===== config.mk =====
export PLATFORM = sky130hd
export DESIGN_NAME = fir_host_sequencer_flat
export DESIGN_NICKNAME = d
export VERILOG_FILES = /design/src/rtl/fir_host_sequencer_if.sv /design/src/rtl/fir_host_sequencer.sv /design/src/flat_wrapper.sv
export SDC_FILE = /design/constraint.sdc
export NUM_CORES = 1
export LEC_CHECK = 0
export CAP_MARGIN = 5
export CORE_AREA = 2 2 79 112
export DETAILED_ROUTE_END_ITERATION = 10
export DIE_AREA = 0 0 81 114
export PLACE_DENSITY_LB_ADDON = 0.1
export REMOVE_ABC_BUFFERS = 1
export SLEW_MARGIN = 20
export SYNTH_ARGS = -nofsm -noshare
export SYNTH_HDL_FRONTEND = slang
export SYNTH_SLANG_ARGS = --single-unit

===== constraint.sdc =====
create_clock -name clk -period 2.1 [get_ports clk]
set_input_delay 0.42 -clock clk [delete_from_list [all_inputs] [get_ports clk]]
set_output_delay 0.42 -clock clk [all_outputs]
set_load 0.05 [all_outputs]

===== src/rtl/fir_host_sequencer_if.sv =====
// Host-side bundle: weight/sample input streams, result stream and the FIR load/compute bus.
interface fir_host_sequencer_if;
  logic        w_valid, w_ready;
  logic [15:0] w_data;
  logic        s_valid, s_ready;
  logic [15:0] s_data;
  logic        r_valid, r_ready;
  logic [15:0] r_data;
  logic [15:0] fir_data;
  logic        fir_wind, fir_load, fir_in_valid;
  logic        fir_out_valid;
  logic [15:0] fir_out;
  logic        err;

  // master: the sequencer; slave: host producers/consumer plus the FIR engine
  modport master (
    input  w_valid, w_data, s_valid, s_data, r_ready, fir_out_valid, fir_out,
    output w_ready, s_ready, r_valid, r_data, fir_data, fir_wind, fir_load, fir_in_valid, err
  );
  modport slave (
    output w_valid, w_data, s_valid, s_data, r_ready, fir_out_valid, fir_out,
    input  w_ready, s_ready, r_valid, r_data, fir_data, fir_wind, fir_load, fir_in_valid, err
  );
endinterface


===== src/rtl/fir_host_sequencer.sv =====
// Serializes weight/sample beats onto the FIR shared load bus, fires a computation once
// weights and a full window are present, and returns one result per new sample.
module fir_host_sequencer #(
  parameter int TAPS        = 16,
  parameter int FIRE_CYCLES = 4,
  parameter int TIMEOUT     = 32
) (
  input  logic                 clk,
  input  logic                 rst,
  fir_host_sequencer_if.master bus
);
  localparam int WCW = $clog2(TAPS);
  localparam int SCW = $clog2(TAPS + 1);
  localparam int FCW = $clog2(FIRE_CYCLES + 1);
  localparam int TCW = $clog2(TIMEOUT + 1);
  localparam logic [WCW-1:0] W_LAST = WCW'(TAPS - 1);
  localparam logic [SCW-1:0] S_FULL = SCW'(TAPS);
  localparam logic [FCW-1:0] F_LAST = FCW'(FIRE_CYCLES - 1);
  localparam logic [TCW-1:0] T_LAST = TCW'(TIMEOUT - 1);

  typedef enum logic [2:0] {IDLE, WSHIFT, SSHIFT, FIRE, WAIT, RESP} state_t;

  state_t         state, state_n;
  logic [WCW-1:0] wcnt, wcnt_n;
  logic [SCW-1:0] scnt, scnt_n;
  logic [FCW-1:0] fcnt, fcnt_n;
  logic [TCW-1:0] timer, timer_n;
  logic           wok, wok_n;
  logic [15:0]    fdata, fdata_n, rdata, rdata_n;
  logic           wind, wind_n, load, load_n, inv, inv_n, rvld, rvld_n, err_q, err_n;

  assign bus.w_ready      = (state == IDLE);
  assign bus.s_ready      = (state == IDLE) & ~bus.w_valid;
  assign bus.fir_data     = fdata;
  assign bus.fir_wind     = wind;
  assign bus.fir_load     = load;
  assign bus.fir_in_valid = inv;
  assign bus.r_valid      = rvld;
  assign bus.r_data       = rdata;
  assign bus.err          = err_q;

  always_ff @(posedge clk or posedge rst) begin
    if (rst) begin
      state <= IDLE;
      wcnt  <= '0;
      scnt  <= '0;
      fcnt  <= '0;
      timer <= '0;
      wok   <= 1'b0;
      fdata <= '0;
      rdata <= '0;
      wind  <= 1'b0;
      load  <= 1'b0;
      inv   <= 1'b0;
      rvld  <= 1'b0;
      err_q <= 1'b0;
    end else begin
      state <= state_n;
      wcnt  <= wcnt_n;
      scnt  <= scnt_n;
      fcnt  <= fcnt_n;
      timer <= timer_n;
      wok   <= wok_n;
      fdata <= fdata_n;
      rdata <= rdata_n;
      wind  <= wind_n;
      load  <= load_n;
      inv   <= inv_n;
      rvld  <= rvld_n;
      err_q <= err_n;
    end
  end

  // Counters advance on acceptance, so in SSHIFT scnt already includes the shifting sample.
  always_comb begin
    state_n = state;
    wcnt_n  = wcnt;
    scnt_n  = scnt;
    fcnt_n  = fcnt;
    timer_n = timer;
    wok_n   = wok;
    fdata_n = fdata;
    rdata_n = rdata;
    wind_n  = 1'b0;
    load_n  = 1'b0;
    inv_n   = 1'b0;
    rvld_n  = rvld;
    err_n   = err_q;
    case (state)
      IDLE: begin
        if (bus.w_valid) begin
          state_n = WSHIFT;
          wind_n  = 1'b1;
          fdata_n = bus.w_data;
          wcnt_n  = (wcnt == W_LAST) ? '0 : wcnt + 1'b1;
          if (wcnt == W_LAST) wok_n = 1'b1;
        end else if (bus.s_valid) begin
          state_n = SSHIFT;
          load_n  = 1'b1;
          fdata_n = bus.s_data;
          if (scnt != S_FULL) scnt_n = scnt + 1'b1;
        end
      end
      WSHIFT: state_n = IDLE;
      SSHIFT: begin
        if (wok && scnt == S_FULL) begin
          state_n = FIRE;
          inv_n   = 1'b1;
          fcnt_n  = '0;
        end else begin
          state_n = IDLE;
        end
      end
      FIRE: begin
        if (fcnt == F_LAST) begin
          state_n = WAIT;
          timer_n = '0;
        end else begin
          inv_n  = 1'b1;
          fcnt_n = fcnt + 1'b1;
        end
      end
      WAIT: begin
        // A result arriving on the last allowed cycle beats the timeout.
        if (bus.fir_out_valid) begin
          state_n = RESP;
          rvld_n  = 1'b1;
          rdata_n = bus.fir_out;
          timer_n = '0;
        end else if (timer == T_LAST) begin
          state_n = IDLE;
          err_n   = 1'b1;
          timer_n = '0;
        end else begin
          timer_n = timer + 1'b1;
        end
      end
      RESP: begin
        if (bus.r_ready) begin
          state_n = IDLE;
          rvld_n  = 1'b0;
        end
      end
      default: state_n = IDLE;
    endcase
  end
endmodule


===== src/flat_wrapper.sv =====
// flat-port wrapper written by rule: the top's interface ports become plain ports
module fir_host_sequencer_flat 
#(
  parameter int TAPS        = 16,
  parameter int FIRE_CYCLES = 4,
  parameter int TIMEOUT     = 32
)
  (clk, rst, bus_w_valid, bus_w_data, bus_s_valid, bus_s_data, bus_r_ready, bus_fir_out_valid, bus_fir_out, bus_w_ready, bus_s_ready, bus_r_valid, bus_r_data, bus_fir_data, bus_fir_wind, bus_fir_load, bus_fir_in_valid, bus_err);
  fir_host_sequencer_if bus_i ();
  input  logic clk;
  input  logic rst;
  input wire logic [$bits(bus_i.w_valid)-1:0] bus_w_valid;
  input wire logic [$bits(bus_i.w_data)-1:0] bus_w_data;
  input wire logic [$bits(bus_i.s_valid)-1:0] bus_s_valid;
  input wire logic [$bits(bus_i.s_data)-1:0] bus_s_data;
  input wire logic [$bits(bus_i.r_ready)-1:0] bus_r_ready;
  input wire logic [$bits(bus_i.fir_out_valid)-1:0] bus_fir_out_valid;
  input wire logic [$bits(bus_i.fir_out)-1:0] bus_fir_out;
  output wire logic [$bits(bus_i.w_ready)-1:0] bus_w_ready;
  output wire logic [$bits(bus_i.s_ready)-1:0] bus_s_ready;
  output wire logic [$bits(bus_i.r_valid)-1:0] bus_r_valid;
  output wire logic [$bits(bus_i.r_data)-1:0] bus_r_data;
  output wire logic [$bits(bus_i.fir_data)-1:0] bus_fir_data;
  output wire logic [$bits(bus_i.fir_wind)-1:0] bus_fir_wind;
  output wire logic [$bits(bus_i.fir_load)-1:0] bus_fir_load;
  output wire logic [$bits(bus_i.fir_in_valid)-1:0] bus_fir_in_valid;
  output wire logic [$bits(bus_i.err)-1:0] bus_err;
  assign bus_i.w_valid = bus_w_valid;
  assign bus_i.w_data = bus_w_data;
  assign bus_i.s_valid = bus_s_valid;
  assign bus_i.s_data = bus_s_data;
  assign bus_i.r_ready = bus_r_ready;
  assign bus_i.fir_out_valid = bus_fir_out_valid;
  assign bus_i.fir_out = bus_fir_out;
  assign bus_w_ready = bus_i.w_ready;
  assign bus_s_ready = bus_i.s_ready;
  assign bus_r_valid = bus_i.r_valid;
  assign bus_r_data = bus_i.r_data;
  assign bus_fir_data = bus_i.fir_data;
  assign bus_fir_wind = bus_i.fir_wind;
  assign bus_fir_load = bus_i.fir_load;
  assign bus_fir_in_valid = bus_i.fir_in_valid;
  assign bus_err = bus_i.err;
  fir_host_sequencer #(.TAPS(TAPS), .FIRE_CYCLES(FIRE_CYCLES), .TIMEOUT(TIMEOUT)) u_core (.clk(clk), .rst(rst), .bus(bus_i));
endmodule

==> impl_metrics.csv, run 1 <==
group,metric,value,unit
run_status,status,"complete, no violations",
route,drc_errors,0,
synthesis,ys_ff_latch,59,
hold_path,hp-start,"u_core.bus.err$_DFFE_PP0P_",
clock_tree,cts_setup_buffers,0,
route,drt_iter0_drc,87,
clock_tree,cts_htree_levels,3,
cells_and_area,mostFrequentLayoutCells,"90 x clkdlybuf4s50_1, 59 x dfrtp_1, 50 x mux2_2, 10 x nand2_1, 10 x buf_4",
synthesis,avgSynthCellArea,12.5,sq um
synthesis,ys_top_cells_by_area,"dfrtp_1 52%, mux2_2 20%, ha_1 2.7%",
synthesis,syn_area,0.00283,sq mm
die,core_area,0.00831,sq mm
clock_tree,path_clk_slew,0.05,ns
synthesis,synthArstFlopShare,100,%
clock_tree,cts_buffer_depth,2,
global_routing,grt_max_degree,39,
sta,skew,0.00504,ns
job,drv_cap,0,
worst_setup_path,cpPeakStageDelay,0.47,ns
die,ios,93,
global_routing,grt_pass1_vias,2259,
clock_tree,clock-root-buffer,"clkbuf_16",
global_routing,grt_util_all_layers,15.6,%
power_and_ir_drop,comb_power_share,48.5,%
power_and_ir_drop,power_switching,0.00259,W
power_and_ir_drop,clock_power_share,22.3,%
clock_tree,clock_sinks,59,
synthesis,synth_cell_types,50,
die,rows,40,
worst_setup_path,crit_start,"u_core.state[1]$_DFFE_PP0P_",
route,wl_per_cell,14.8,um
cells_and_area,drive_above_1_share,26.7,%
clock_tree,insertion_delay,0.32,ns
placed_design,hpwl,4730,um
worst_setup_path,critPathLaunchType,"flip-flop",
route,num_vias,2162,
power_and_ir_drop,swShare,40.1,%
placed_design,dp_cells,426,
worst_setup_path,rr_startpoint,"u_core.state[1]$_DFFE_PP0P_",
worst_setup_path,end_kind,"primary output",
synthesis,synth_top_area_share,52.3,%
sta,slew_headroom,64.5,%
global_routing,grt_antenna_before_repair,0,
clock_tree,cts_made_buffers,9,
synthesis,yosys.area.top_type,"dfrtp_1",
placed_design,io_buffers,92,
power_and_ir_drop,cellLeakagePower,1.81,nW
sta,max_freq,0.514,GHz
cells_and_area,antenna_cells,0,
synthesis,postSynthCellCount,226,
route,drtPass1Iterations,4,
sta,timing.final.ws_setup,0.155,ns
power_and_ir_drop,p_int,0.00386,W
route,postRouteAntennaNets,0,
placed_design,gp_congestion,0.715,
route,drt-vias-per-instance,4.89,
sta,layout_min_cycle_time,1.94,ns
synthesis,synth_ff_type,"dfrtp_1",
sta,setup_viol_count_final,0,
synthesis,yosysWarnings,0,
global_routing,grt_overflow_total,0,
sta,slew_violations,0,
worst_setup_path,path_max_fanout,9,
cells_and_area,final_common_cell,"clkdlybuf4s50_1",
worst_setup_path,worst-setup-path-type,"flip-flop to primary output",
cells_and_area,final_nets,392,
worst_setup_path,crit_required,1.68,ns
worst_setup_path,path_cells,"or3_4 -> nor2_1 -> buf_12",
clock_tree,hold_buffers,0,
synthesis,synth_edf_count,0,
sta,tightestPinTransition,0.530,ns
power_and_ir_drop,p_seq_share,29.2,%
worst_setup_path,crit_arrival,1.52,ns
sta,rsz0062_at_grt,"false",
worst_setup_path,critPathSlowestCell,"or3_4",
cells_and_area,instances_no_fill,442,
hold_path,hold_path.class,"flip-flop to flip-flop",
die,die_w,81,um
placed_design,dp_slack,0.0732,ns
global_routing,grt_pass1_wl,10900,um
sta,hold_viol_final,0,
synthesis,seq_area_frac_synth,52.3,%
sta,fin_crit_sh,92.6,%
route,routed_wl,6520,um
die,dieArea,0.00923,sq mm
die,die_y,114,um
die,initial_utilization,34.0,%
clock_tree,cts_tree,"done",
power_and_ir_drop,vdd_drop_max,0.000872,V
cells_and_area,syn2layout_area_growth,51.0,%
cells_and_area,final_util,51.3,%
power_and_ir_drop,power_density,1510,mW/mm^2
-- Yosys cell counts (3+ instances only) --
library cell	n
nor3_1	5
inv_1	10
nand2b_1	6
mux2_2	50
a31oi_1	3
nand2_1	10
buf_2	3
buf_6	3
ha_1	6
o211ai_1	4
o21ai_0	6
nand3_1	8
dfrtp_1	59
nor2_1	8
-- critical path, delay by kind of cell, from the launching register on --
family | cells | cell delay [ns]
AND/OR/NAND/NOR | 2 | 0.67
flip-flops | 1 | 0.37
buffers and inverters | 1 | 0.17
-- path summary, 6_finish.rpt --
kind / cells past startpoint / to / slack [ns]
max: 3 / bus_s_ready / 0.16
max reg2reg: 4 / u_core.timer[5]$_DFFE_PP0P_ / 0.39
min in group asynchronous: 3 / u_core.bus.fir_data[12]$_DFFE_PP0P_ / 0.47
min: 1 / u_core.bus.err$_DFFE_PP0P_ / 0.46
max in group asynchronous: 3 / u_core.bus.r_data[14]$_DFFE_PP0P_ / 1.36
min reg2reg: 1 / u_core.bus.err$_DFFE_PP0P_ / 0.46
-- sequential cells by signal, indices dropped and copies added (netlist names) --
signal / cells
u_core.bus.r_valid: 1
u_core.bus.fir_load: 1
u_core.bus.fir_data: 16
u_core.bus.fir_wind: 1
u_core.bus.r_data: 16
u_core.wok: 1
u_core.wcnt: 4
u_core.timer: 6
u_core.scnt: 5
u_core.fcnt: 3
u_core.bus.fir_in_valid: 1
u_core.state: 3
u_core.bus.err: 1
-- repair_timing --
item                       CTS  global route
setup endpoints to repair    1             0
gates resized for setup      1             0
hold endpoints to repair     0             0
-- routing by layer --
| layer | share of wire (%) | GRT usage, % | wire length [um] |
|---|---|---|---|
| met1 | 42 | 19.7 | 2730 |
| met2 | 53 | 25.7 | 3440 |
| met3 | 3.4 | 3.72 | 225 |
| met4 | 1.8 | 5.76 | 120 |
| met5 | 0 | 0 | 0 |
-- power by group through the flow --
stage               sequential, W  combinational (W)  clock [W]
global route              0.00195            0.00336    0.00154
floorplan                 0.00280            0.00107          0
global placement          0.00187            0.00312          0
CTS                       0.00189            0.00318    0.00149
detailed placement        0.00189            0.00314          0
finish                    0.00188            0.00313    0.00143
-- cells by family after synthesis --
| kind of cell | count (synthesis) | synth area share [%] |
|---|---|---|
| buf+inv | 21 | 3.90 |
| flops | 59 | 52.3 |
| xor+xnor | 4 | 1.24 |
| mux | 50 | 19.9 |
| simple gates | 56 | 12.4 |
| fa+ha+maj | 6 | 2.66 |
| compound gates | 30 | 7.66 |
-- per-stage QoR --
step	area [sq um]	hold slack, ns	power, W	TNS (ns)
detailed placement	3960	0.454	0.00503	0
CTS	4270	0.465	0.00655	0
finish	4270	0.457	0.00645	0
global placement	3960	0.443	0.00499	0
global route	4270	0.485	0.00685	0
floorplan	2760	0.452	0.00387	-0.00408
-- final cells by class --
cell class | instances | area (sq um)
Multi-Input combinational cell | 146 | 1240
Tap cell | 105 | 131
Fill cell | 792 | 4040
Inverter | 11 | 41.3
Clock buffer | 12 | 246
Sequential cell | 59 | 1480
Timing Repair Buffer | 105 | 1080
Clock inverter | 4 | 50.0
Note: power is estimated with default switching activity, not from simulation.
==> run 2, diff against run 1 <==
- CORE_AREA: 2 2 79 112 -> 5 5 82 115
- DIE_AREA: 0 0 81 114 -> 0 0 87 120
==> run 2 against run 1 <==
Effect of this change: routed wire length up 2.0%; fmax grew 0.30%; register-to-register slack got worse by 0.04 ns; largest cell class unchanged; cell area is 0.12% higher; combinational power barely moved; die area grew 13%; sequential share of layout area barely moved; worst hold slack gained 0.012 ns; core utilization down 0.25 points; power grew 0.89%; global-route usage decreased by 1.9 points; largest power group unchanged; first-iteration DRC count is 36% lower.
==> impl_metrics.csv, run 2 (synthesized netlist as in run 1, its figures left out) <==
group,metric,value,unit
sta,slew_headroom,62.6,%
clock_tree,cts_made_buffers,9,
power_and_ir_drop,vdd_drop_max,0.000837,V
sta,slew_violations,0,
worst_setup_path,rr_startpoint,"u_core.state[1]$_DFFE_PP0P_",
worst_setup_path,critPathSlowestCell,"or3_4",
power_and_ir_drop,p_seq_share,28.8,%
worst_setup_path,worst-setup-path-type,"flip-flop to primary output",
worst_setup_path,rr_worst_depth,4,
sta,setup_viol_count_final,0,
power_and_ir_drop,comb_power_share,47.9,%
worst_setup_path,cp-endpoint,"bus_s_ready",
cells_and_area,final_nets,390,
clock_tree,clock_sinks,59,
die,core_area,0.00836,sq mm
power_and_ir_drop,power_density,1520,mW/mm^2
global_routing,grt_pass1_wl,11000,um
die,die_w,87,um
hold_path,hp-start,"u_core.bus.err$_DFFE_PP0P_",
clock_tree,clock-root-buffer,"clkbuf_16",
worst_setup_path,crit_arrival,1.52,ns
die,ios,93,
route,wl_per_cell,15.1,um
sta,tightestPinTransition,0.560,ns
cells_and_area,mostFrequentLayoutCells,"90 x clkdlybuf4s50_1, 59 x dfrtp_1, 50 x mux2_2, 10 x nand2_1",
route,postRouteAntennaNets,0,
route,num_vias,2145,
cells_and_area,drive_above_1_share,27.2,%
sta,max_freq,0.516,GHz
sta,skew,0.00352,ns
route,drt-vias-per-instance,4.88,
worst_setup_path,critPathLaunchType,"flip-flop",
cells_and_area,final_cell_area,0.00427,sq mm
global_routing,grt_overflow_total,0,
placed_design,hpwl,4790,um
worst_setup_path,crit_required,1.68,ns
global_routing,grt_pass1_vias,2240,
cells_and_area,syn2layout_area_growth,51.2,%
die,initial_utilization,33.8,%
clock_tree,cts_buffer_depth,2,
route,routed_wl,6650,um
die,dieArea,0.0104,sq mm
sta,hold_slack,0.469,ns
worst_setup_path,r2r_setup_slack,0.35,ns
power_and_ir_drop,cellLeakagePower,1.82,nW
clock_tree,path_clk_slew,0.05,ns
die,die_y,120,um
power_and_ir_drop,swShare,39.8,%
die,rows,40,
sta,setup_tns,0,ns
global_routing,grt_util_all_layers,13.7,%
placed_design,place_area,0.00395,sq mm
clock_tree,cts_htree_levels,3,
cells_and_area,final_common_cell,"clkdlybuf4s50_1",
run_status,status,"complete, no violations",
worst_setup_path,end_kind,"primary output",
sta,hold_viol_final,0,
route,drt_iter0_drc,56,
power_and_ir_drop,power_switching,0.00259,W
worst_setup_path,cpPeakStageDelay,0.47,ns
clock_tree,cts_setup_buffers,0,
placed_design,gp_congestion,0.775,
route,drc_errors,0,
cells_and_area,n_fill_cell,758,
clock_tree,cts_tree,"done",
cells_and_area,antenna_cells,0,
sta,layout_min_cycle_time,1.94,ns
hold_path,hold_path.class,"flip-flop to flip-flop",
worst_setup_path,worstReg2RegEnd,"u_core.timer[5]$_DFFE_PP0P_",
power_and_ir_drop,clock_power_share,23.3,%
route,drtPass1Iterations,3,
global_routing,grt_max_degree,60,
power_and_ir_drop,p_int,0.00392,W
worst_setup_path,crit_start,"u_core.state[1]$_DFFE_PP0P_",
sta,rsz0062_at_grt,"false",
job,drv_cap,0,
worst_setup_path,path_max_fanout,9,
sta,fin_crit_sh,92.3,%
placed_design,io_buffers,92,
clock_tree,insertion_delay,0.32,ns
worst_setup_path,path_cells,"or3_4 -> nor2_2 -> buf_12",
global_routing,grt_antenna_before_repair,0,
run 2: changes by cell type in the layout (fill, tap and decap cells not counted):
cell and change:
clkinv_2 +1, buf_4 -2, nor2_2 +1, nor2_1 -1, clkinvlp_4 -1, clkbuf_1 -2
clkbuf_8 +2
run 2: power groups by stage:
stage	logic, W	clock network (W)	registers (W)
floorplan	0.00107	0	0.00280
global route	0.00332	0.00162	0.00194
CTS	0.00316	0.00157	0.00188
finish	0.00312	0.00152	0.00187
global placement	0.00311	0	0.00188
detailed placement	0.00313	0	0.00189
run 2: critical path: cells and delay by family, from the launching register on:
family        cells  cell delay, ns
buf+inv           1            0.16
flops             1            0.38
simple gates      2            0.65
run 2: worst min-delay path by stage:
stage | endpoint | slack (ns) | cells past startpoint
after floorplan | u_core.wok$_DFFE_PP0P_ | 0.45 | 1
after global placement | u_core.bus.err$_DFFE_PP0P_ | 0.44 | 1
after detailed placement | u_core.bus.err$_DFFE_PP0P_ | 0.48 | 1
after CTS | u_core.bus.err$_DFFE_PP0P_ | 0.49 | 1
after global routing | u_core.scnt[4]$_DFFE_PP0P_ | 0.50 | 1
final | u_core.bus.err$_DFFE_PP0P_ | 0.47 | 1
run 2: cell type report:
cell class	count	area (sq um)	share of cell area, %
Tap cell	105	131	3.08
Clock buffer	12	267	6.24
Timing Repair Buffer	103	1060	24.8
Inverter	11	41.3	0.967
Multi-Input combinational cell	146	1250	29.2
Sequential cell	59	1480	34.6
Clock inverter	4	47.5	1.11
run 2: timing repair:
action,CTS,global route
endpoints found under the setup margin,1,0
gates resized for setup,2,0
hold buffers,0,0
run 2: metal layers:
metal  wire, um  track usage, %  up-vias
li1           -               -     1026
met3        348            3.85       19
met2       3410            21.9       51
met5          0               0        -
met1       2630            15.9     1049
met4        267            8.28        0
run 2: metrics by stage:
stage          utilization (%)  setup slack (ns)  cells  total power, W
4_1_cts                   51.1             0.150    440         0.00660
2_1_floorplan                -          -0.00408    216         0.00387
3_3_place_gp              47.2            0.0749    424         0.00500
6_report                  51.1             0.161    440         0.00651
3_5_place_dp              47.2            0.0505    424         0.00502
5_1_grt                   51.1             0.117    440         0.00688
